File: src/rtl/text_term_writer.sv
// Character terminal writer: turns a host ASCII byte stream into video RAM writes,
// tracking a cursor and blanking lines or the whole screen on newline / form feed.
module text_term_writer #(
   parameter int unsigned COLS  = 80,
   parameter int unsigned ROWS  = 30,
   parameter logic [7:0]  BLANK = 8'h20
) (
   input  logic        i_clk,
   input  logic        i_reset_n,
   input  logic [7:0]  i_dat,
   input  logic        i_valid,
   output logic        o_ready,
   output logic [12:0] o_mem_addr,
   output logic [7:0]  o_mem_dat,
   output logic        o_mem_we,
   input  logic        i_mem_busy,
   output logic [6:0]  o_cur_col,
   output logic [4:0]  o_cur_row
);

   localparam logic [12:0] SCR_LAST = 13'(COLS * ROWS - 1);
   localparam logic [12:0] COLS_W   = 13'(COLS);
   localparam logic [6:0]  COL_LAST = 7'(COLS - 1);
   localparam logic [4:0]  ROW_LAST = 5'(ROWS - 1);

   typedef enum logic [1:0] {StIdle, StPut, StClrLine, StClrScr} state_e;

   state_e      state_q, state_d;
   logic [6:0]  col_q, col_d;
   logic [4:0]  row_q, row_d;
   logic [12:0] addr_q, addr_d;
   logic [12:0] last_q, last_d;
   logic [7:0]  dat_q, dat_d;
   logic        ready_q, ready_d;

   logic [4:0]  row_inc;
   logic [12:0] line_base;
   logic        accept;
   logic        grant;

   always_ff @(posedge i_clk or negedge i_reset_n) begin
      if (!i_reset_n) begin
         state_q <= StIdle;
         col_q   <= '0;
         row_q   <= '0;
         addr_q  <= '0;
         last_q  <= '0;
         dat_q   <= '0;
         ready_q <= 1'b0;
      end else begin
         state_q <= state_d;
         col_q   <= col_d;
         row_q   <= row_d;
         addr_q  <= addr_d;
         last_q  <= last_d;
         dat_q   <= dat_d;
         ready_q <= ready_d;
      end
   end

   always_comb begin
      state_d   = state_q;
      col_d     = col_q;
      row_d     = row_q;
      addr_d    = addr_q;
      last_d    = last_q;
      dat_d     = dat_q;
      row_inc   = (row_q == ROW_LAST) ? 5'd0 : row_q + 5'd1;
      line_base = 13'(row_inc) * COLS_W;
      accept    = i_valid && ready_q;
      grant     = (state_q != StIdle) && !i_mem_busy;

      case (state_q)
         StIdle: begin
            if (accept) begin
               if (i_dat >= 8'h20 && i_dat <= 8'h7e) begin
                  addr_d  = 13'(row_q) * COLS_W + 13'(col_q);
                  dat_d   = i_dat;
                  state_d = StPut;
               end else begin
                  case (i_dat)
                     8'h0d: col_d = '0;
                     8'h0a: begin
                        row_d   = row_inc;
                        addr_d  = line_base;
                        last_d  = line_base + COLS_W - 13'd1;
                        dat_d   = BLANK;
                        state_d = StClrLine;
                     end
                     8'h08: if (col_q != '0) col_d = col_q - 7'd1;
                     8'h0c: begin
                        col_d   = '0;
                        row_d   = '0;
                        addr_d  = '0;
                        last_d  = SCR_LAST;
                        dat_d   = BLANK;
                        state_d = StClrScr;
                     end
                     default: ;
                  endcase
               end
            end
         end
         StPut: begin
            if (grant) begin
               if (col_q == COL_LAST) begin
                  // Wrap off the right edge: newline and blank the new row.
                  col_d   = '0;
                  row_d   = row_inc;
                  addr_d  = line_base;
                  last_d  = line_base + COLS_W - 13'd1;
                  dat_d   = BLANK;
                  state_d = StClrLine;
               end else begin
                  col_d   = col_q + 7'd1;
                  state_d = StIdle;
               end
            end
         end
         StClrLine, StClrScr: begin
            if (grant) begin
               if (addr_q == last_q) state_d = StIdle;
               else                  addr_d  = addr_q + 13'd1;
            end
         end
         default: state_d = StIdle;
      endcase

      ready_d = (state_d == StIdle);
   end

   assign o_ready    = ready_q;
   assign o_mem_we   = (state_q != StIdle);
   assign o_mem_addr = addr_q;
   assign o_mem_dat  = dat_q;
   assign o_cur_col  = col_q;
   assign o_cur_row  = row_q;

endmodule

File: config.mk
export PLATFORM = sky130hd
export DESIGN_NAME = text_term_writer
export DESIGN_NICKNAME = d
export VERILOG_FILES = /design/src/rtl/text_term_writer.sv
export SDC_FILE = /design/constraint.sdc
export NUM_CORES = 1
export LEC_CHECK = 0
export CAP_MARGIN = 20
export CORE_UTILIZATION = 45
export CTS_CLUSTER_SIZE = 28
export DETAILED_ROUTE_END_ITERATION = 8
export GPL_TIMING_DRIVEN = 0
export PLACE_DENSITY = 0.71
export SLEW_MARGIN = 20
export SYNTH_ARGS = -nofsm -noshare
export SYNTH_HDL_FRONTEND = slang
export SYNTH_SLANG_ARGS = --single-unit
File: constraint.sdc
create_clock -name i_clk -period 2.7 [get_ports i_clk]
set_input_delay 0.54 -clock i_clk [delete_from_list [all_inputs] [get_ports i_clk]]
set_output_delay 0.54 -clock i_clk [all_outputs]
set_load 0.005 [all_outputs]
==> key figures <==
Logic synthesis
  – Synth Area in Adders: 10.1%
  – Xor/xnor share of the synthesized area: under 10%
  – Post-synth ARST share: 100%
  – Synth top area share: 34.0%
  – Mapped Cells: slightly below 400
  – Syn_nets: 429
  – Post-synth cell types: 54
  – Syn. warnings: 0
  – Mux contribution to synthesized area: 0%
  – Compound-gate portion of the synthesized area: between 10% and 20%
  – Number of enable flip-flop cells after synthesis: 0
  – Synth area leader: dfrtp_1
  – Synth area leaders: dfrtp_1 (34%), ha_1 (8.3%), nand2_1 (6.5%), xor2_1 (4.0%), xnor2_1 (3.7%)
  – Yosys reg bits: 45
  – Sequential fraction of the synthesis area: about a third
  – Primary FF master, synth: dfrtp_1
  – Syn avg cell area: approximately 8.5 um2
  – Post-Syn Area: 0.00331 mm2
  – Largest family of logic cells by synthesized area: simple AND/OR/NAND/NOR gates
  – Simple-Gate Fraction of Synth Area: a little under a quarter

Drt
  – Vias per cell: 5.94
  – Residual DRC: 0
  – Iteration-0 DRC Markers: 226
  – Vias: between 3,000 and 4,000
  – DR WL/cell: 17.3 um
  – Post-route ant nets: 0
  – Routed WL: ~9600 um
  – TritonRoute pass-1 iters: 5

GRT
  – GRT busiest layer: met2
  – Total GRT Usage: around 25%
  – Initial antenna violation count: 0
  – Met3 Track Usage GR: 3.30%
  – Grt met1 use: 33.3%
  – First-pass GRT wire length: 15,000 um
  – Largest net degree at the start of global routing: 32
  – Met2 usage: 44.0%
  – Grt ovf: 0
  – Vias in the first global route: 3,071

Critical path
  – Buffers and inverters on the worst path: 0
  – Crit-path cells: ha_4, and4_4, nor2_2, ha_4, ha_4, fa_2, a21oi_1, nor2_1, a22oi_1, o211ai_1
  – Required time worst endpoint: 2.89 ns
  – Crit. End Element: register
  – Kind of critical path: register to register
  – CP max stage cell: dfrtp_2
  – Top delay family on crit path: adder cells
  – CP arrival: just under 3 ns
  – Max incr delay on CP: 0.48 ns
  – Critical Path Fanout Max: 5
  – Startpoint Class: register
  – CP most frequent cell: ha_4

Pwr
  – LEAKAGE: 0.00178 uW
  – VDD IR max: 0.000446 V
  – Pwr Density: around 1000 mW/mm2

Die
  – Chip width: 87.8 um
  – Initial core utilization: about 48%
  – Std cell rows: 30
  – Core box area: 0.00694 mm2
  – I/O Pins: 47
  – Die area: a little under 0.008 mm2
  – Die Ht: 87.8 um

Cells and area
  – Share of cells above drive strength 1: 14.2%
  – Post-route cell area: roughly 0.0043 mm2
  – Area grow syn2layout: 30.4%
  – Number of diodes: 0
  – Fin nets: 496

Timing
  – Final hold violations: 0
  – Final Skew: between 0.006 and 0.007 ns
  – Slew Limit Headroom: 54.8%
  – Setup_tns: -0.0274 ns
  – Final setup fails: 2
  – Worst Setup Slack, final: -0.0267 ns
  – Hold Slack: 0.135 ns
  – Worst Tran Pin Value: approximately 0.68 ns
  – Final Max Tran Viols: 0
  – Achievable Freq: 367 MHz
  – Post-route minimum period: 2.73 ns
  – Final period util: 101%

Clocking
  – Clock slew at reported path FFs: 0.09 ns
  – CTS Sinks: 45
  – Worst skew pair latency: approximately 0.31 ns
  – Root Buffer: clkbuf_8
  – CTS tree: done
  – Cts bufs inserted: 5
  – CTS H-Tree Depth: 2
  – Longest Clk Path Bufs: 2

Min path
  – Hold Crit Class: primary input to async pin

Placed design
  – IO Port Bufs: 46
  – HPWL Detailed: 6600 um
  – Placer Congestion: ~0.91
  – DP Area: 0.00391 mm2

Run status
  – Failing checks: negative setup slack
  – Outcome: complete, but fails checks

Run
  – Max-Cap Viols: 0
-- Yosys cell counts, drive strengths merged (5+ instances only) --
master / n
a21o: 7
a21oi: 24
buf: 7
clkbuf: 10
dfrtp: 45
ha: 22
inv: 16
nand2: 57
nand2b: 5
nand3: 24
nor2: 31
nor3: 6
nor4: 5
o21ai: 25
xnor2: 14
xor2: 15
-- placed cells by master (no fill, tap or decap), drive strengths merged, types with 4 or more instances in the layout --
master | Yosys | final
ha | 22 | 22
a21oi | 24 | 24
dfrtp | 45 | 45
clkdlybuf4s50 | 0 | 45
xor2 | 15 | 15
a21o | 7 | 7
nor4 | 5 | 5
nand3 | 24 | 24
nand2b | 5 | 5
a222oi | 4 | 4
o21ai | 25 | 25
nor2 | 31 | 31
clkbuf | 10 | 15
nor3 | 6 | 6
and2 | 4 | 4
nand4 | 4 | 4
nor2b | 4 | 4
buf | 7 | 22
o211ai | 4 | 4
nand2 | 57 | 57
a31oi | 4 | 4
xnor2 | 14 | 14
o22ai | 4 | 4
inv | 16 | 16
-- worst register-to-register path: stages, from the launching register on --
cell,delay (ns)
dfrtp_2,0.48
ha_4,0.20
and4_4,0.23
nor2_2,0.23
ha_4,0.26
ha_4,0.16
fa_2,0.40
a21oi_1,0.21
nor2_1,0.10
a22oi_1,0.24
o211ai_1,0.12
-- state kept, by name, summed over array words and instances, names as in the netlist --
name	flops
o_mem_addr	13
last_q	9
o_mem_dat	8
o_cur_col	7
o_cur_row	5
state_q	2
o_ready	1
-- cell families after synthesis --
group / Yosys count
compound gates: 100
xor+xnor: 29
fa+ha+maj: 25
buf+inv: 33
flops: 45
simple gates: 160
-- stage by stage --
| stage | setup WS, ns | power (uW) | util (%) | instances |
|---|---|---|---|---|
| after floorplan | 0.00112 | 2560 | - | 392 |
| after global placement | -0.536 | 3360 | 56.1 | 534 |
| after detailed placement | -0.570 | 3420 | 56.3 | 535 |
| after CTS | -0.00320 | 4070 | 59.7 | 548 |
| after global routing | -0.0772 | 4690 | 62.2 | 555 |
| final | -0.0267 | 4380 | 62.2 | 555 |
-- repair_timing --
| action | CTS | global route |
|---|---|---|
| gates resized for setup | 22 | 21 |
| cloned | 0 | 0 |
| setup endpoints to repair | 15 | 21 |
| buffers inserted | 6 | 8 |
| hold buffers | 0 | 0 |
| pin swaps | 5 | 21 |
-- area by class of cell --
cell class	instances	area (um2)
sequential	45	1130
fill	581	2620
clock inverter	2	35.0
multi-input combinational	314	2240
inverter	16	60.1
clock buffer	5	68.8
tap	96	120
buffer	17	88.8
timing repair buffer	60	581
-- routing by layer --
metal	vias up	part of all wire [%]	routed length (um)
li1	1542	-	-
met2	117	52	4980
met1	1625	42	4030
met5	-	0	0
met4	0	1.4	133
met3	14	5.1	488
-- power by group --
part           switching [uW]  leakage (uW)  internal [uW]
combinational            1340       0.00116           1310
sequential                301      0.000564            913
clock                     246     0.0000540            270
total                    1890       0.00178           2500
-- final timing paths --
| kind | start | end | slack, ns | cells after the start |
|---|---|---|---|---|
| min reg2reg | o_mem_dat[2] | o_mem_dat[2] | 0.48 | 2 |
| min | i_reset_n | o_cur_row[3] | 0.13 | 1 |
| min in group i_clk | o_mem_dat[2] | o_mem_dat[2] | 0.48 | 2 |
| max in group asynchronous | i_reset_n | o_cur_row[1] | 2.07 | 2 |
| max reg2reg | o_cur_row[0] | o_mem_addr[11] | -0.03 | 10 |
| max | o_cur_row[0] | o_mem_addr[11] | -0.03 | 10 |
Note: power is estimated with default switching activity, not from simulation.
